### src/rtl/seq_divider32_pkg.sv
// Shared definitions for the sequential restoring divider: width, FSM encoding,
// the most-negative constant and small arithmetic helpers.
package seq_divider32_pkg;

    localparam int DIV_WIDTH = 32;

    localparam logic [31:0] MOST_NEG = 32'h8000_0000;

    typedef enum logic [1:0] {
        IDLE = 2'b00,
        RUN  = 2'b01,
        FIX  = 2'b10
    } state_e;

    function automatic logic fa_sum(input logic a, input logic b, input logic ci);
        return a ^ b ^ ci;
    endfunction

    function automatic logic fa_carry(input logic a, input logic b, input logic ci);
        return (a & b) | (a & ci) | (b & ci);
    endfunction

    // Two's complement negate when en is set, pass-through otherwise.
    function automatic logic [DIV_WIDTH-1:0] neg_if(input logic [DIV_WIDTH-1:0] v, input logic en);
        return en ? (~v + {{(DIV_WIDTH-1){1'b0}}, 1'b1}) : v;
    endfunction

endpackage

### src/rtl/seq_divider32_div_step.sv
// One combinational restoring step: shift a dividend bit into the partial
// remainder and trial-subtract the divisor through a full-adder ripple.
module div_step
    import seq_divider32_pkg::*;
#(
    parameter int WIDTH = DIV_WIDTH
) (
    input  logic [WIDTH-1:0] i_rem,
    input  logic             i_bit,
    input  logic [WIDTH-1:0] i_dvs,
    output logic [WIDTH-1:0] o_rem,
    output logic             o_qbit
);

    logic [WIDTH:0]   w_shift;
    logic [WIDTH-1:0] w_diff;
    logic             w_no_borrow;

    assign w_shift = {i_rem, i_bit};

    // Ripple subtract: shifted + ~divisor + 1. The divisor is zero-extended to
    // WIDTH+1 bits, so the top stage's inverted operand is 1 and its carry is a|c.
    always_comb begin
        logic v_c;
        v_c         = 1'b1;
        w_diff      = {WIDTH{1'b0}};
        w_no_borrow = 1'b0;
        for (int i = 0; i < WIDTH; i++) begin
            w_diff[i] = fa_sum(w_shift[i], ~i_dvs[i], v_c);
            v_c       = fa_carry(w_shift[i], ~i_dvs[i], v_c);
        end
        w_no_borrow = w_shift[WIDTH] | v_c;
    end

    assign o_qbit = w_no_borrow;
    assign o_rem  = w_no_borrow ? w_diff : w_shift[WIDTH-1:0];

endmodule

### src/rtl/seq_divider32.sv
// Multi-cycle signed/unsigned divider: one restoring step per clock, sign
// fix-up in a final cycle, registered results with a one-cycle done pulse.
module seq_divider32
    import seq_divider32_pkg::*;
#(
    parameter int WIDTH = DIV_WIDTH
) (
    input  logic             clk,
    input  logic             reset,
    input  logic             start,
    input  logic [WIDTH-1:0] A,
    input  logic [WIDTH-1:0] B,
    input  logic             ctl0,
    output logic             busy,
    output logic             done,
    output logic [WIDTH-1:0] quotient,
    output logic [WIDTH-1:0] remainder,
    output logic             DivZero,
    output logic             Overflow
);

    localparam int L_CNT_W = $clog2(WIDTH + 1);

    state_e             r_state;
    state_e             w_next_state;
    logic [L_CNT_W-1:0] r_count;
    logic [WIDTH-1:0]   r_rem;
    logic [WIDTH-1:0]   r_dvd;
    logic [WIDTH-1:0]   r_dvs;
    logic               r_neg_q;
    logic               r_neg_r;
    logic               r_dz;
    logic               r_ov;
    logic               r_busy;
    logic               r_done;
    logic [WIDTH-1:0]   r_quotient;
    logic [WIDTH-1:0]   r_remainder;
    logic               r_div_zero;
    logic               r_overflow;

    logic               w_b_zero;
    logic               w_ovf;
    logic               w_special;
    logic               w_last;
    logic [WIDTH-1:0]   w_step_rem;
    logic               w_qbit;

    assign w_b_zero  = (B == {WIDTH{1'b0}});
    assign w_ovf     = ctl0 & (A == MOST_NEG) & (B == {WIDTH{1'b1}});
    assign w_special = w_b_zero | w_ovf;
    assign w_last    = (r_count == {{(L_CNT_W-1){1'b0}}, 1'b1});

    div_step #(.WIDTH(WIDTH)) u_step (
        .i_rem  (r_rem),
        .i_bit  (r_dvd[WIDTH-1]),
        .i_dvs  (r_dvs),
        .o_rem  (w_step_rem),
        .o_qbit (w_qbit)
    );

    // Next-state logic; exceptional operands bypass the iteration loop.
    always_comb begin
        w_next_state = r_state;
        case (r_state)
            IDLE: begin
                if (start) begin
                    w_next_state = w_special ? FIX : RUN;
                end else begin
                    w_next_state = IDLE;
                end
            end
            RUN: begin
                if (w_last) begin
                    w_next_state = FIX;
                end else begin
                    w_next_state = RUN;
                end
            end
            FIX:     w_next_state = IDLE;
            default: w_next_state = IDLE;
        endcase
    end

    // State register and busy flag derived from the upcoming state.
    always_ff @(posedge clk or posedge reset) begin
        if (reset) begin
            r_state <= IDLE;
            r_busy  <= 1'b0;
        end else begin
            r_state <= w_next_state;
            r_busy  <= (w_next_state != IDLE);
        end
    end

    // Operand latch, iteration datapath and result registers.
    always_ff @(posedge clk or posedge reset) begin
        if (reset) begin
            r_count     <= {L_CNT_W{1'b0}};
            r_rem       <= {WIDTH{1'b0}};
            r_dvd       <= {WIDTH{1'b0}};
            r_dvs       <= {WIDTH{1'b0}};
            r_neg_q     <= 1'b0;
            r_neg_r     <= 1'b0;
            r_dz        <= 1'b0;
            r_ov        <= 1'b0;
            r_done      <= 1'b0;
            r_quotient  <= {WIDTH{1'b0}};
            r_remainder <= {WIDTH{1'b0}};
            r_div_zero  <= 1'b0;
            r_overflow  <= 1'b0;
        end else begin
            r_done <= 1'b0;
            case (r_state)
                IDLE: begin
                    if (start) begin
                        // Divide-by-zero must report the raw dividend, so skip abs there.
                        r_dvd   <= w_special ? A : neg_if(A, ctl0 & A[WIDTH-1]);
                        r_dvs   <= neg_if(B, ctl0 & B[WIDTH-1]);
                        r_rem   <= {WIDTH{1'b0}};
                        r_count <= L_CNT_W'(WIDTH);
                        r_neg_q <= ctl0 & (A[WIDTH-1] ^ B[WIDTH-1]);
                        r_neg_r <= ctl0 & A[WIDTH-1];
                        r_dz    <= w_b_zero;
                        r_ov    <= w_ovf;
                    end else begin
                        r_count <= r_count;
                    end
                end
                RUN: begin
                    r_rem   <= w_step_rem;
                    r_dvd   <= {r_dvd[WIDTH-2:0], w_qbit};
                    r_count <= r_count - {{(L_CNT_W-1){1'b0}}, 1'b1};
                end
                FIX: begin
                    r_done     <= 1'b1;
                    r_div_zero <= r_dz;
                    r_overflow <= r_ov;
                    if (r_dz) begin
                        r_quotient  <= {WIDTH{1'b1}};
                        r_remainder <= r_dvd;
                    end else if (r_ov) begin
                        r_quotient  <= MOST_NEG;
                        r_remainder <= {WIDTH{1'b0}};
                    end else begin
                        r_quotient  <= neg_if(r_dvd, r_neg_q);
                        r_remainder <= neg_if(r_rem, r_neg_r);
                    end
                end
                default: begin
                    r_count <= {L_CNT_W{1'b0}};
                end
            endcase
        end
    end

    assign busy      = r_busy;
    assign done      = r_done;
    assign quotient  = r_quotient;
    assign remainder = r_remainder;
    assign DivZero   = r_div_zero;
    assign Overflow  = r_overflow;

endmodule

### config.mk
export PLATFORM = sky130hd
export DESIGN_NAME = seq_divider32
export DESIGN_NICKNAME = d
export VERILOG_FILES = /design/src/rtl/seq_divider32_pkg.sv /design/src/rtl/seq_divider32_div_step.sv /design/src/rtl/seq_divider32.sv
export SDC_FILE = /design/constraint.sdc
export NUM_CORES = 1
export LEC_CHECK = 0
export BUFFER_PORTS_ARGS = -buffer_cell sky130_fd_sc_hd__buf_2
export CORE_ASPECT_RATIO = 1.2
export CORE_MARGIN = 2
export CORE_UTILIZATION = 64
export CTS_BUF_LIST = sky130_fd_sc_hd__clkbuf_4 sky130_fd_sc_hd__clkbuf_8 sky130_fd_sc_hd__clkbuf_16
export DETAILED_ROUTE_END_ITERATION = 8
export GPL_ROUTABILITY_DRIVEN = 0
export PLACE_DENSITY = 0.87
export SYNTH_ARGS = -nofsm -noshare
export SYNTH_HDL_FRONTEND = slang
export SYNTH_SLANG_ARGS = --single-unit
### constraint.sdc
create_clock -name clk -period 26.5 [get_ports clk]
set_clock_uncertainty 0.05 [all_clocks]
set_input_delay 2.65 -clock clk [delete_from_list [all_inputs] [get_ports clk]]
set_output_delay 2.65 -clock clk [all_outputs]
set_load 0.005 [all_outputs]
; ---- Yosys cells after proc, flatten, opt, wreduce, memory -nomap -nowiden
; Cells that the tools add are included.
[op_classes]
n_addsub = 5
mul = 0
div = 0
magnitude_cmp = 0
n_eq_ne = 6
n_shift = 0
mux = 21
bitwise = 267
n_reduce_logical = 7
[ops]
columns = operator, n
row1 = 32-bit two-way mux, 12
row2 = 32-bit by 1-bit adder with 32-bit output (second input constant), 4
row3 = 32-bit NOT, 4
row4 = 32-bit one-hot mux with 2 select lines, 2
row5 = 1-bit AND, 99
row6 = 1-bit OR, 66
row7 = 32-bit equality test (second input constant), 2
row8 = 1-bit XOR, 64
row9 = 1-bit NOT, 34
row10 = 32-bit logical NOT, 1
row11 = 6-bit one-hot mux with 3 select lines, 1
row12 = 6-bit by 1-bit equality test with 1-bit output (second input constant), 1
row13 = 2-bit two-way mux, 3
row14 = 6-bit two-way mux, 1
row15 = 2-bit AND reduction, 3
row16 = 6-bit by 1-bit subtractor with 6-bit output (second input constant), 1
row17 = 2-bit one-hot mux with 2 select lines, 1
row18 = 2-bit nonzero test, 2
row19 = 2-bit by 1-bit equality test with 1-bit output (second input constant), 1
row20 = 2-bit equality test (second input constant), 1
row21 = 2-bit logical NOT, 1
row22 = 2-bit != test (second input constant), 1
row23 = 1-bit two-way mux, 1
[totals]
regBits = 176
latchBits = 0
ramBits = 0
rom_bits = 0
out_inout_bits = 68
memories = 0

; ---- Longest topological paths before layout
; Gate-level depths: netlist of the first run.
[logic_depth]
word_depth = 100
ltp_mapped = 41
ltp_nobuf = 40

; ---- Modules after synthesis
; A second synthesis of the first run with hierarchy kept.
[hier_totals]
cells_unflattened = 1176
hier_area_um2 = 10938.0
[by_module_without_submodules]
columns = mod, instances, cells_each, area_per_inst_um2, seq_area_each_um2
row1 = seq_divider32, 1, 1037, 9673.0, 4404.2
row2 = div_step, 1, 139, 1265.0, 0.0

; ---- Least setup slack after synthesis of the first run
; OpenSTA, ideal clock, no wires.
[synth_path]
kind = reg-to-reg
start = register r_dvd[31]
end = register r_rem[15]
arrival_ps = 13423
setup_slack_ps = 12894
stages_incl_launch_ff = 41
synth_period_minus_slack_ps = 13606
cell_sequence = dfrtp_1 > inv_1 > ha_1 > inv_1 > fa_1 > fa_1 > fa_1 > fa_1 > fa_1 > fa_1 > fa_1 > fa_1 > fa_1 > fa_1 > fa_1 > fa_1 > fa_1 > fa_1 > [... 5 more ...] > fa_1 > fa_1 > fa_1 > fa_1 > fa_1 > fa_1 > fa_1 > fa_1 > fa_1 > fa_1 > inv_1 > fa_1 > inv_1 > fa_1 > nor2_1 > clkbuf_1 > mux2i_1 > o21ai_0
[synth_between]
elab_chain_cells = 99
[synth_lines]
columns = element, line_no
row1 = from (decl), seq_divider32.sv:28  ; logic [WIDTH-1:0] r_dvd;
row2 = from (signal assigned), seq_divider32.sv:100  ; r_dvd <= {WIDTH{1'b0}};
row3 = from (signal assigned), seq_divider32.sv:117  ; r_dvd <= w_special ? A : neg_if(A, ctl0 & A[WIDTH-1]);
row4 = from (signal assigned), seq_divider32.sv:131  ; r_dvd <= {r_dvd[WIDTH-2:0], w_qbit};
row5 = 1-bit AND, seq_divider32_pkg.sv:20  ; return (a & b) | (a & ci) | (b & ci);
row6 = 1-bit OR (*) (2 in a row), seq_divider32_pkg.sv:20
row7 = 1-bit AND, seq_divider32_pkg.sv:20
row8 = 1-bit OR, seq_divider32_pkg.sv:20
row9 = 1-bit OR (*), seq_divider32_pkg.sv:20
row10 = 1-bit AND, seq_divider32_pkg.sv:20
row11 = 1-bit OR, seq_divider32_pkg.sv:20
row12 = 1-bit OR (*), seq_divider32_pkg.sv:20
row13 = [... 79 more ...], --
row14 = 1-bit OR (2 in a row), seq_divider32_pkg.sv:20
row15 = 1-bit AND, seq_divider32_pkg.sv:20
row16 = 1-bit OR (2 in a row), seq_divider32_pkg.sv:20
row17 = 1-bit AND, seq_divider32_pkg.sv:20
row18 = 1-bit OR (2 in a row), seq_divider32_pkg.sv:20
row19 = 1-bit OR, seq_divider32_div_step.sv:32  ; w_no_borrow = w_shift[WIDTH] | v_c;
row20 = 32-bit two-way mux (*), seq_divider32_div_step.sv:36  ; assign o_rem = w_no_borrow ? w_diff : w_shift[WIDTH-1:0];
row21 = 32-bit one-hot mux with 2 select lines (*), seq_divider32.sv:113  ; case (r_state)
row22 = to (signal assigned), seq_divider32.sv:99  ; r_rem <= {WIDTH{1'b0}};
row23 = to (signal assigned), seq_divider32.sv:119  ; r_rem <= {WIDTH{1'b0}};
row24 = to (signal assigned), seq_divider32.sv:130  ; r_rem <= w_step_rem;
row25 = to (decl), seq_divider32.sv:27  ; logic [WIDTH-1:0] r_rem;
; Mark *: on every way between the ends. The rest lies on a longest branch, timed or not.
; A chain may end at the register's enable or synchronous reset.

; ---- Worst setup path in the final report of the first run
[layout_path]
start = register r_dvd[31]
end = register r_rem[16]
[layout_between]
elab_chain_cells = 99
[layout_lines]
columns = element, line_no
row1 = 1-bit AND, seq_divider32_pkg.sv:20
row2 = 1-bit OR (*) (2 in a row), seq_divider32_pkg.sv:20
row3 = 1-bit AND, seq_divider32_pkg.sv:20
row4 = 1-bit OR, seq_divider32_pkg.sv:20
row5 = 1-bit OR (*), seq_divider32_pkg.sv:20
row6 = 1-bit AND, seq_divider32_pkg.sv:20
row7 = 1-bit OR, seq_divider32_pkg.sv:20
row8 = 1-bit OR (*), seq_divider32_pkg.sv:20
row9 = [... 79 more ...], --
row10 = 1-bit OR (2 in a row), seq_divider32_pkg.sv:20
row11 = 1-bit AND, seq_divider32_pkg.sv:20
row12 = 1-bit OR (2 in a row), seq_divider32_pkg.sv:20
row13 = 1-bit AND, seq_divider32_pkg.sv:20
row14 = 1-bit OR (2 in a row), seq_divider32_pkg.sv:20
row15 = 1-bit OR, seq_divider32_div_step.sv:32
row16 = 32-bit two-way mux (*), seq_divider32_div_step.sv:36
row17 = 32-bit one-hot mux with 2 select lines (*), seq_divider32.sv:113
; Marked as above.

==> qor.csv, run 1 <==
metric,value,unit
Worst VDD drop,0.0618,mV
crit-path max FO,35,
Antenna Nets Post-Route,0,
vias in the first global route,8958,
Post-route DRC,0,
dpl ws,12210,ps
Seq cells post-synth,176,
Synth top cells by count,"dfrtp_1, o21ai_0, nand2_1",
most common cell in the synthesized netlist,dfrtp_1,
first-pass GRT wire length,45.4,mm
initial cell density of the core,65.6,%
CTS tree,yes,
Hold Buf Count CTS,0,
XOR/XNOR share of the synthesized area,9.72,%
Hold Path Class,reg -> reg,
number of flops mapped to enable cells by yosys,0,
Clock Sink Count,176,
Post-Syn Instances,1192,
CP Class,reg -> reg,
Adder-Cell Fraction of Synth Area,6.72,%
FILL cells,1199,
RSZ-0062 raised after global routing,false,
Area growth syn-to-layout,12.5,%
H-tree depth,4,
largest family of logic cells by synthesized area,compound AO/OA/AOI/OAI gates,
RR Startpoint,r_dvd[31],
setup TNS,0,ps
diode count,0,
post-synthesis mux area share,2.80,%
final WL,27.9,mm
Worst path slowest cell,nor2_4,
Compound-Gate Fraction of Synth Area,19.0,%
routed vias/inst,6.37,
"FFs w/ async S/R, synth",100,%
leading area contributor after synthesis,dfrtp_1,
Synth Cell Area,10700,um^2
period utilization,54.6,%
dpl cell area,11400,um^2
nets,1383,
CTS max path bufs,2,
Die W,122,um
routed length per placed instance,18.6,um
row count,51,
Total Routing Usage GR,32.3,%
crit path from,r_dvd[31],
full die area,17800,um^2
crit start category,flop,
HP Start,quotient[7],
"Distinct cells, synth",57,
clock transition at the registers of the reported paths,60,ps
layout cells sized above 1,15.8,%
post-route setup slack,12030,ps
post-synthesis sequential area ratio,41.1,%
most frequent CP cell,fa_1,
Tot Pwr,1450,uW
PwrDens,120,nW/um^2
TritonCTS Buffers,17,
Final Max Slew Viols,0,
routed via count,9565,
Finished Cell Area,12100,um^2
Synth Warn #,0,
Post-CTS Repair Setup Buffers,0,
First-pass DRT Iterations,6,
max frequency,69.1,MHz
leakage,0.00529,uW
Syn Area/Cell,8.99,um^2
DP HPWL,19.2,mm
largest net degree at the start of global routing,97,
DR iter-0 viols,1183,
CP arrival,14670,ps
CP Capture Type,flop,
Period minus WS final,14470,ps
simple-gate share of the synthesized area,15.9,%
final hold violations,0,
clk_lat worst skew,440,ps
Final setup viols,0,
max_cap viols,0,
"Largest stage delay, worst path",930,ps
"Primary FF master, synth",dfrtp_1,
remaining global-route overflow,0,
Worst slew margin,18.9,%
die height,146,um
Worst Tran Pin Value,1210,ps
worst path required time,26700,ps
status,"complete, no violations",
initial antenna violation count,0,
# port buffers,135,
core area,16300,um^2
Syn Nets,1299,
"top cells by area, synth","dfrtp_1, o21ai_0, fa_1",
Synth top area share,41.1,%
Resized Gates After CTS,0,
# IOs,136,
CTS root buf,clkbuf_16,
layer usage:
metal / track usage, % / routed length (um) / part of all wire [%] / up-vias
met1: 41.8 / 10800 / 39 / 4597
met5: 0 / 0 / 0 / -
met2: 51.5 / 13400 / 48 / 524
met4: 17.0 / 1310 / 4.7 / 0
met3: 6.03 / 2380 / 8.5 / 103
li1: - / - / - / 4341
where the power goes:
| part | total, uW | switching, uW | internal (uW) |
|---|---|---|---|
| Clock | 257 | 108 | 149 |
| Combinational | 645 | 354 | 290 |
| Sequential | 543 | 155 | 389 |
critical path, delay by kind of cell, from the launching register on:
family,cells,cell delay [ps]
AND/OR/NAND/NOR,1,930
AO/OA/AOI/OAI,1,120
buffers and inverters,4,270
flip-flops,1,430
multiplexers,1,310
adder cells (fa/ha/maj),32,12180
cell families (layout without fill, tap and decap cells):
| family | Yosys count | after routing |
|---|---|---|
| fa+ha+maj | 39 | 39 |
| buf+inv | 132 | 229 |
| flops | 176 | 176 |
| simple gates | 350 | 350 |
| xor+xnor | 119 | 119 |
| mux | 30 | 30 |
| compound gates | 346 | 346 |
placed cells by master (no fill, tap or decap), drive strengths merged, types with 17 or more instances in the layout:
master,instances
nand2,130
nor2,80
xor2,67
or3,20
inv,55
xnor2,52
a22oi,38
o22ai,17
buf,144
o21ai,179
fa,31
mux2i,30
a21oi,57
clkbuf,22
nor3,42
o31ai,24
dfrtp,176
registers in the layout, summed over array words and instances, names as in the netlist:
name       flops
r_dz           1
r_state        2
r_ov           1
done           1
r_neg_r        1
remainder     32
busy           1
r_count        6
Overflow       1
r_dvs         32
r_neg_q        1
r_rem         32
r_dvd         32
DivZero        1
quotient      32
area by class of cell:
cell class | count | area [um^2] | share of cell area (%)
multi-input combinational | 884 | 5830 | 48.4
timing repair buffer | 144 | 743 | 6.16
tap | 212 | 265 | 2.20
clock buffer | 22 | 482 | 4.00
sequential | 176 | 4400 | 36.5
clock inverter | 10 | 126 | 1.05
inverter | 53 | 204 | 1.69
worst paths after layout:
path	endpoint	slack, ps	depth (start not counted)
worst max-delay path	r_rem[16]	12030	39
worst min-delay path	quotient[7]	420	2
worst max register to register	r_rem[16]	12030	39
worst min register to register	quotient[7]	420	2
max in group asynchronous	r_dvs[30]	22550	3
min in group asynchronous	quotient[2]	2310	2
stage by stage:
step	std cells	utilization, %	hold slack [ps]
CTS	1501	73.8	425
detailed placement	1469	70.1	409
global placement	1469	70.1	403
finish	1501	73.8	421
global route	1501	73.8	450
floorplan	1192	-	399
(Power assumes the default switching activity.)
==> run 2: changes to the inputs <==
--- a/config.mk
+++ b/config.mk
@@ -5,14 +5,15 @@
 export SDC_FILE = /design/constraint.sdc
 export NUM_CORES = 1
 export LEC_CHECK = 0
+export ABC_AREA = 1
 export BUFFER_PORTS_ARGS = -buffer_cell sky130_fd_sc_hd__buf_2
 export CORE_ASPECT_RATIO = 1.2
 export CORE_MARGIN = 2
-export CORE_UTILIZATION = 64
+export CORE_UTILIZATION = 60
 export CTS_BUF_LIST = sky130_fd_sc_hd__clkbuf_4 sky130_fd_sc_hd__clkbuf_8 sky130_fd_sc_hd__clkbuf_16
 export DETAILED_ROUTE_END_ITERATION = 8
 export GPL_ROUTABILITY_DRIVEN = 0
-export PLACE_DENSITY = 0.87
+export PLACE_DENSITY = 0.81
 export SYNTH_ARGS = -nofsm -noshare
 export SYNTH_HDL_FRONTEND = slang
 export SYNTH_SLANG_ARGS = --single-unit
==> constraint.sdc (replaced) <==
create_clock -name clk -period 14.35 [get_ports clk]
set_clock_uncertainty 0.05 [all_clocks]
set_input_delay 1.435 -clock clk [delete_from_list [all_inputs] [get_ports clk]]
set_output_delay 1.435 -clock clk [all_outputs]
set_load 0.005 [all_outputs]
==> qor.csv, run 2 <==
metric,value,unit,change
Syn Area/Cell,7.09,um^2,was 8.99 um^2
first-pass GRT wire length,57.0,mm,was 45.4 mm
Seq cells post-synth,176,,unchanged
max frequency,71.6,MHz,was 69.1 MHz
Worst Tran Pin Value,1100,ps,was 1210 ps
routed vias/inst,5.93,,was 6.37
most frequent cells in the layout,"nand2_1, nor2_1, nand3_1",,"was dfrtp_1, o21ai_0, buf_2"
status,"complete, no violations",,unchanged
RR Startpoint,r_dvd[31],,unchanged
FF-to-FF path depth,41,,was 39
Hold Buf Count CTS,0,,unchanged
Clock Sink Count,176,,unchanged
Synth top cells by count,"nand2_1, nor2_1, inv_1, nand3_1, dfrtp_1",,"was dfrtp_1, o21ai_0, nand2_1"
Final Max Slew Viols,0,,unchanged
clock transition at the registers of the reported paths,70,ps,was 60 ps
met2 Track Usage GR,52.6,%,was 51.5%
post-synthesis mux area share,0.165,%,was 2.80%
# port buffers,135,,unchanged
Syn Nets,1819,,was 1299
Synth Cell Area,12100,um^2,was 10700 um^2
"FFs w/ async S/R, synth",100,%,unchanged
simple-gate share of the synthesized area,31.2,%,was 15.9%
core area,20000,um^2,was 16300 um^2
layout cells sized above 1,12.9,%,was 15.8%
post-synthesis sequential area ratio,36.3,%,was 41.1%
largest net degree at the start of global routing,70,,was 97
die height,160,um,was 146 um
Hold Crit Depth,2,,unchanged
Hold Path Class,reg -> reg,,unchanged
vias in the first global route,11200,,was 8958
Synth Warn #,0,,unchanged
Synth top area share,36.3,%,was 41.1%
Worst path slowest cell,fa_1,,was nor2_4
Post-route DRC,0,,unchanged
clk_lat worst skew,440,ps,about the same
final hold violations,0,,unchanged
CP arrival,14180,ps,was 14670 ps
# IOs,136,,unchanged
crit path from,r_dvd[31],,unchanged
multi-input logic area,6730,um^2,was 5830 um^2
First-pass DRT Iterations,7,,was 6
global-route track usage on met3,5.30,%,was 6.03%
nets,1915,,was 1383
"top cells by area, synth","dfrtp_1, nand2_1, nand3_1",,"was dfrtp_1, o21ai_0, fa_1"
Worst slew margin,26.1,%,was 18.9%
post-route setup slack,389,ps,was 12030 ps
row count,57,,was 51
Worst VDD drop,0.127,mV,was 0.0618 mV
full die area,21400,um^2,was 17800 um^2
Adder-Cell Fraction of Synth Area,5.94,%,was 6.72%
leading area contributor after synthesis,dfrtp_1,,unchanged
Antenna Nets Post-Route,0,,unchanged
initial cell density of the core,60.6,%,was 65.6%
period utilization,97.3,%,was 54.6%
crit-path max FO,15,,was 35
leakage,0.00659,uW,was 0.00529 uW
"Primary FF master, synth",dfrtp_1,,unchanged
XOR/XNOR share of the synthesized area,3.18,%,was 9.72%
TritonCTS Buffers,17,,unchanged
worst path required time,14570,ps,was 26700 ps
most common cell in the synthesized netlist,nand2_1,,was dfrtp_1
initial antenna violation count,0,,unchanged
final WL,35.3,mm,was 27.9 mm
CP Capture Type,flop,,unchanged
CTS tree,yes,,unchanged
PwrDens,216,nW/um^2,was 120 nW/um^2
diode count,0,,unchanged
Post-Syn Instances,1712,,was 1192
max_cap viols,0,,unchanged
CP Class,reg -> reg,,unchanged
FILL cells,1696,,was 1199
CTS max path bufs,2,,unchanged
Final setup viols,0,,unchanged
critical path endpoint,r_rem[31],,was r_rem[16]
crit start category,flop,,unchanged
"Distinct cells, synth",47,,was 57
dpl ws,384,ps,was 12210 ps
DP HPWL,26.5,mm,was 19.2 mm
Die W,134,um,was 122 um
remaining global-route overflow,0,,unchanged
GR met1 Demand/Resource,44.5,%,was 41.8%
Compound-Gate Fraction of Synth Area,14.7,%,was 19.0%
DR iter-0 viols,1329,,was 1183
"Largest stage delay, worst path",450,ps,was 930 ps
number of flops mapped to enable cells by yosys,0,,unchanged
Area growth syn-to-layout,12.0,%,was 12.5%
R2R Path End,r_rem[31],,was r_rem[16]
routed via count,12400,,was 9565
Period minus WS final,13960,ps,was 14470 ps
setup TNS,0,ps,unchanged
routed length per placed instance,16.9,um,was 18.6 um
largest family of logic cells by synthesized area,simple AND/OR/NAND/NOR gates,,was compound AO/OA/AOI/OAI gates
"commonest non-fill, non-tap cell in the layout",nand2_1,,was dfrtp_1
R2R setup slack,390,ps,was 12030 ps
Reg area,4400,um^2,unchanged
Most Crowded Layer GR,met2,,unchanged
most frequent CP cell,fa_1,,unchanged
H-tree depth,4,,unchanged
Total Routing Usage GR,33.4,%,was 32.3%
CTS root buf,clkbuf_16,,unchanged
==> run 2: repair_timing <==
item,4_1_cts,5_1_grt
buffers inserted,0,2
setup endpoints to repair,0,33
resized for setup,0,9
==> run 2: power breakdown <==
| part | internal [uW] | switching (uW) |
|---|---|---|
| Sequential | 740 | 284 |
| Combinational | 570 | 866 |
| Clock | 267 | 205 |
| Total | 1580 | 1350 |
==> run 2: worst min path at each step <==
stage | start | endpoint
detailed placement | r_dvs[4] | r_dvs[4]
floorplan | r_dvs[10] | r_dvs[10]
global placement | r_dvs[6] | r_dvs[6]
CTS | r_dvs[4] | r_dvs[4]
global route | r_dvs[5] | r_dvs[5]
finish | r_dvs[4] | r_dvs[4]
==> run 2: layout make-up <==
cell class	count	share of cell area (%)
clock inverters	13	1.11
flip-flops and latches	176	32.4
well taps	265	2.44
repair buffers	150	5.88
inverters	189	5.29
clock buffers	19	3.29
multi-input cells	1273	49.5
repair inverters	1	0.0552
==> run 2: kinds of logic after synthesis <==
| family | after synthesis |
|---|---|
| AOI/OAI and AO/OA | 324 |
| adders and majority gates | 39 |
| and+or+nand+nor | 864 |
| buffers and inverters | 263 |
| DFF | 176 |
| xor gates and xnor gates | 44 |
| muxes | 2 |
==> run 2: metal layers <==
metal  part of all wire (%)  wire, um
met1                     39     13800
met2                     46     16400
met3                    9.0      3190
met4                    5.4      1900
met5                      0         0
==> run 2: through the flow <==
| step | std cells | hold slack (ps) | utilization (%) | area [um^2] | total power [uW] |
|---|---|---|---|---|---|
| 5_1_grt | 2086 | 457 | 67.8 | 13600 | 3180 |
| 3_5_place_dp | 2051 | 423 | 64.6 | 12900 | 2390 |
| 3_3_place_gp | 2051 | 419 | 64.6 | 12900 | 2320 |
| 2_1_floorplan | 1712 | 403 | - | 12100 | 1930 |
| 4_1_cts | 2083 | 441 | 67.6 | 13500 | 2860 |
| 6_report | 2086 | 435 | 67.8 | 13600 | 2930 |
==> run 2: critical path: cells and delay by family, from the launching register on <==
| kind | cells | cell delay (ps) |
|---|---|---|
| adders and majority gates | 32 | 12120 |
| buffers and inverters | 6 | 670 |
| DFF | 1 | 430 |
| and+or+nand+nor | 2 | 400 |
| AOI/OAI and AO/OA | 1 | 110 |
==> run 3: changes to the inputs <==
--- a/config.mk
+++ b/config.mk
@@ -9,11 +9,10 @@
 export BUFFER_PORTS_ARGS = -buffer_cell sky130_fd_sc_hd__buf_2
 export CORE_ASPECT_RATIO = 1.2
 export CORE_MARGIN = 2
-export CORE_UTILIZATION = 60
+export CORE_UTILIZATION = 45
 export CTS_BUF_LIST = sky130_fd_sc_hd__clkbuf_4 sky130_fd_sc_hd__clkbuf_8 sky130_fd_sc_hd__clkbuf_16
 export DETAILED_ROUTE_END_ITERATION = 8
 export GPL_ROUTABILITY_DRIVEN = 0
-export PLACE_DENSITY = 0.81
 export SYNTH_ARGS = -nofsm -noshare
 export SYNTH_HDL_FRONTEND = slang
 export SYNTH_SLANG_ARGS = --single-unit
==> qor.csv, run 3 (synthesized netlist as in run 2, its figures left out) <==
metric,value,unit,change
max frequency,72.1,MHz,was 71.6 MHz
initial cell density of the core,45.9,%,was 60.6%
Worst Tran Pin Value,1130,ps,was 1100 ps
First-pass DRT Iterations,7,,unchanged
Worst VDD drop,0.0734,mV,was 0.127 mV
full die area,28300,um^2,was 21400 um^2
Worst slew margin,24.3,%,was 26.1%
crit path from,r_dvd[31],,unchanged
Final setup viols,0,,unchanged
row count,65,,was 57
PwrDens,213,nW/um^2,was 216 nW/um^2
Post-route DRC,0,,unchanged
core area,26400,um^2,was 20000 um^2
initial antenna violation count,0,,unchanged
vias in the first global route,11200,,about the same
dpl cell area,13000,um^2,was 12900 um^2
Finished Cell Area,13700,um^2,was 13600 um^2
DR iter-0 viols,875,,was 1329
nets,1915,,unchanged
Worst path slowest cell,dfrtp_1,,was fa_1
die height,184,um,was 160 um
Final Max Slew Viols,0,,unchanged
period utilization,96.6,%,was 97.3%
CTS max path bufs,2,,unchanged
met1 WL,16.9,mm,was 13.8 mm
crit start category,flop,,unchanged
clock transition at the registers of the reported paths,70,ps,about the same
most frequent cells in the layout,"nand2_1, nor2_1, nand3_1",,unchanged
largest net degree at the start of global routing,95,,was 70
CTS root buf,clkbuf_16,,unchanged
routed via count,11900,,was 12400
Total Routing Usage GR,27.1,%,was 33.4%
DP HPWL,28.5,mm,was 26.5 mm
routed vias/inst,5.52,,was 5.93
final hold violations,0,,unchanged
RR Startpoint,r_dvd[31],,unchanged
diode count,0,,unchanged
# port buffers,135,,unchanged
HP Start,r_dvs[2],,was r_dvs[4]
Die W,154,um,was 134 um
FILL cells,2647,,was 1696
Clock Sink Count,176,,unchanged
"commonest non-fill, non-tap cell in the layout",nand2_1,,unchanged
dpl ws,346,ps,was 384 ps
routed length per placed instance,17.5,um,was 16.9 um
Period minus WS final,13860,ps,was 13960 ps
H-tree depth,4,,unchanged
worst path required time,14570,ps,about the same
leakage,0.00659,uW,about the same
DR WL met3,1.90,mm,was 3.19 mm
remaining global-route overflow,0,,unchanged
routed wl met2,17.7,mm,was 16.4 mm
crit-path max FO,17,,was 15
Hold Path Class,reg -> reg,,unchanged
# IOs,136,,unchanged
final WL,37.8,mm,was 35.3 mm
clk_lat worst skew,450,ps,was 440 ps
CTS tree,yes,,unchanged
Top Layer Used,met4,,unchanged
Antenna Nets Post-Route,0,,unchanged
CP Capture Type,flop,,unchanged
CP arrival,14090,ps,was 14180 ps
TritonCTS Buffers,17,,unchanged
max_cap viols,0,,unchanged
status,"complete, no violations",,unchanged
post-route setup slack,488,ps,was 389 ps
layout cells sized above 1,12.8,%,was 12.9%
CP Class,reg -> reg,,unchanged
Area growth syn-to-layout,12.6,%,was 12.0%
first-pass GRT wire length,60.8,mm,was 57.0 mm
most frequent CP cell,fa_1,,unchanged
"Largest stage delay, worst path",410,ps,was 450 ps
run 3: cell count changes in the layout (fill, tap and decap cells not counted), sizes merged:
cell and change:
clkbuf +3, inv -5
run 3: path summary, 6_finish.rpt:
path                        endpoint  slack (ps)  cells after the start
min                         r_dvs[2]         440                      2
min in group asynchronous       done        1080                      2
max                        r_rem[19]         490                     41
min reg2reg                 r_dvs[2]         440                      2
max in group asynchronous  r_dvd[31]       11550                      3
max reg2reg                r_rem[19]         490                     41
run 3: timing repair:
action	in CTS	in global routing
setup buffers	0	2
setup endpoints to repair	0	33
gates resized for setup	0	9
hold buffers	0	0
run 3: metrics by stage:
step	instances	power, uW	utilization, %	hold slack (ps)	setup TNS, ps
after floorplan	1712	1930	-	403	0
after global placement	2121	2380	49.3	417	0
after detailed placement	2121	2410	49.3	424	0
after CTS	2151	2890	51.5	440	0
after global routing	2154	3210	51.7	460	-11.9
final	2154	2920	51.7	436	0
run 3: layout make-up:
type	count	area [um^2]	share of cell area (%)
clock buffers	22	482	3.52
repair buffers	150	801	5.86
well taps	335	419	3.07
clock inverters	8	105	0.769
repair inverters	1	7.51	0.0549
flip-flops and latches	176	4400	32.2
inverters	189	718	5.26
multi-input cells	1273	6730	49.2
run 3: worst max-delay path, delay by kind of cell, from the launching register on:
kind / cells / cell delay [ps]
fa+ha+maj: 32 / 12110
buf+inv: 6 / 610
simple gates: 2 / 410
flops: 1 / 410
compound gates: 1 / 100
run 3: metal layers:
layer	vias to the layer above	global-route usage, %
met5	-	0
met4	0	10.3
met3	59	3.49
met2	388	43.8
met1	5637	37.5
li1	5815	-
run 3: report_power, final:
part	switching, uW	internal, uW
Combinational	860	566
Sequential	281	740
Clock	197	273
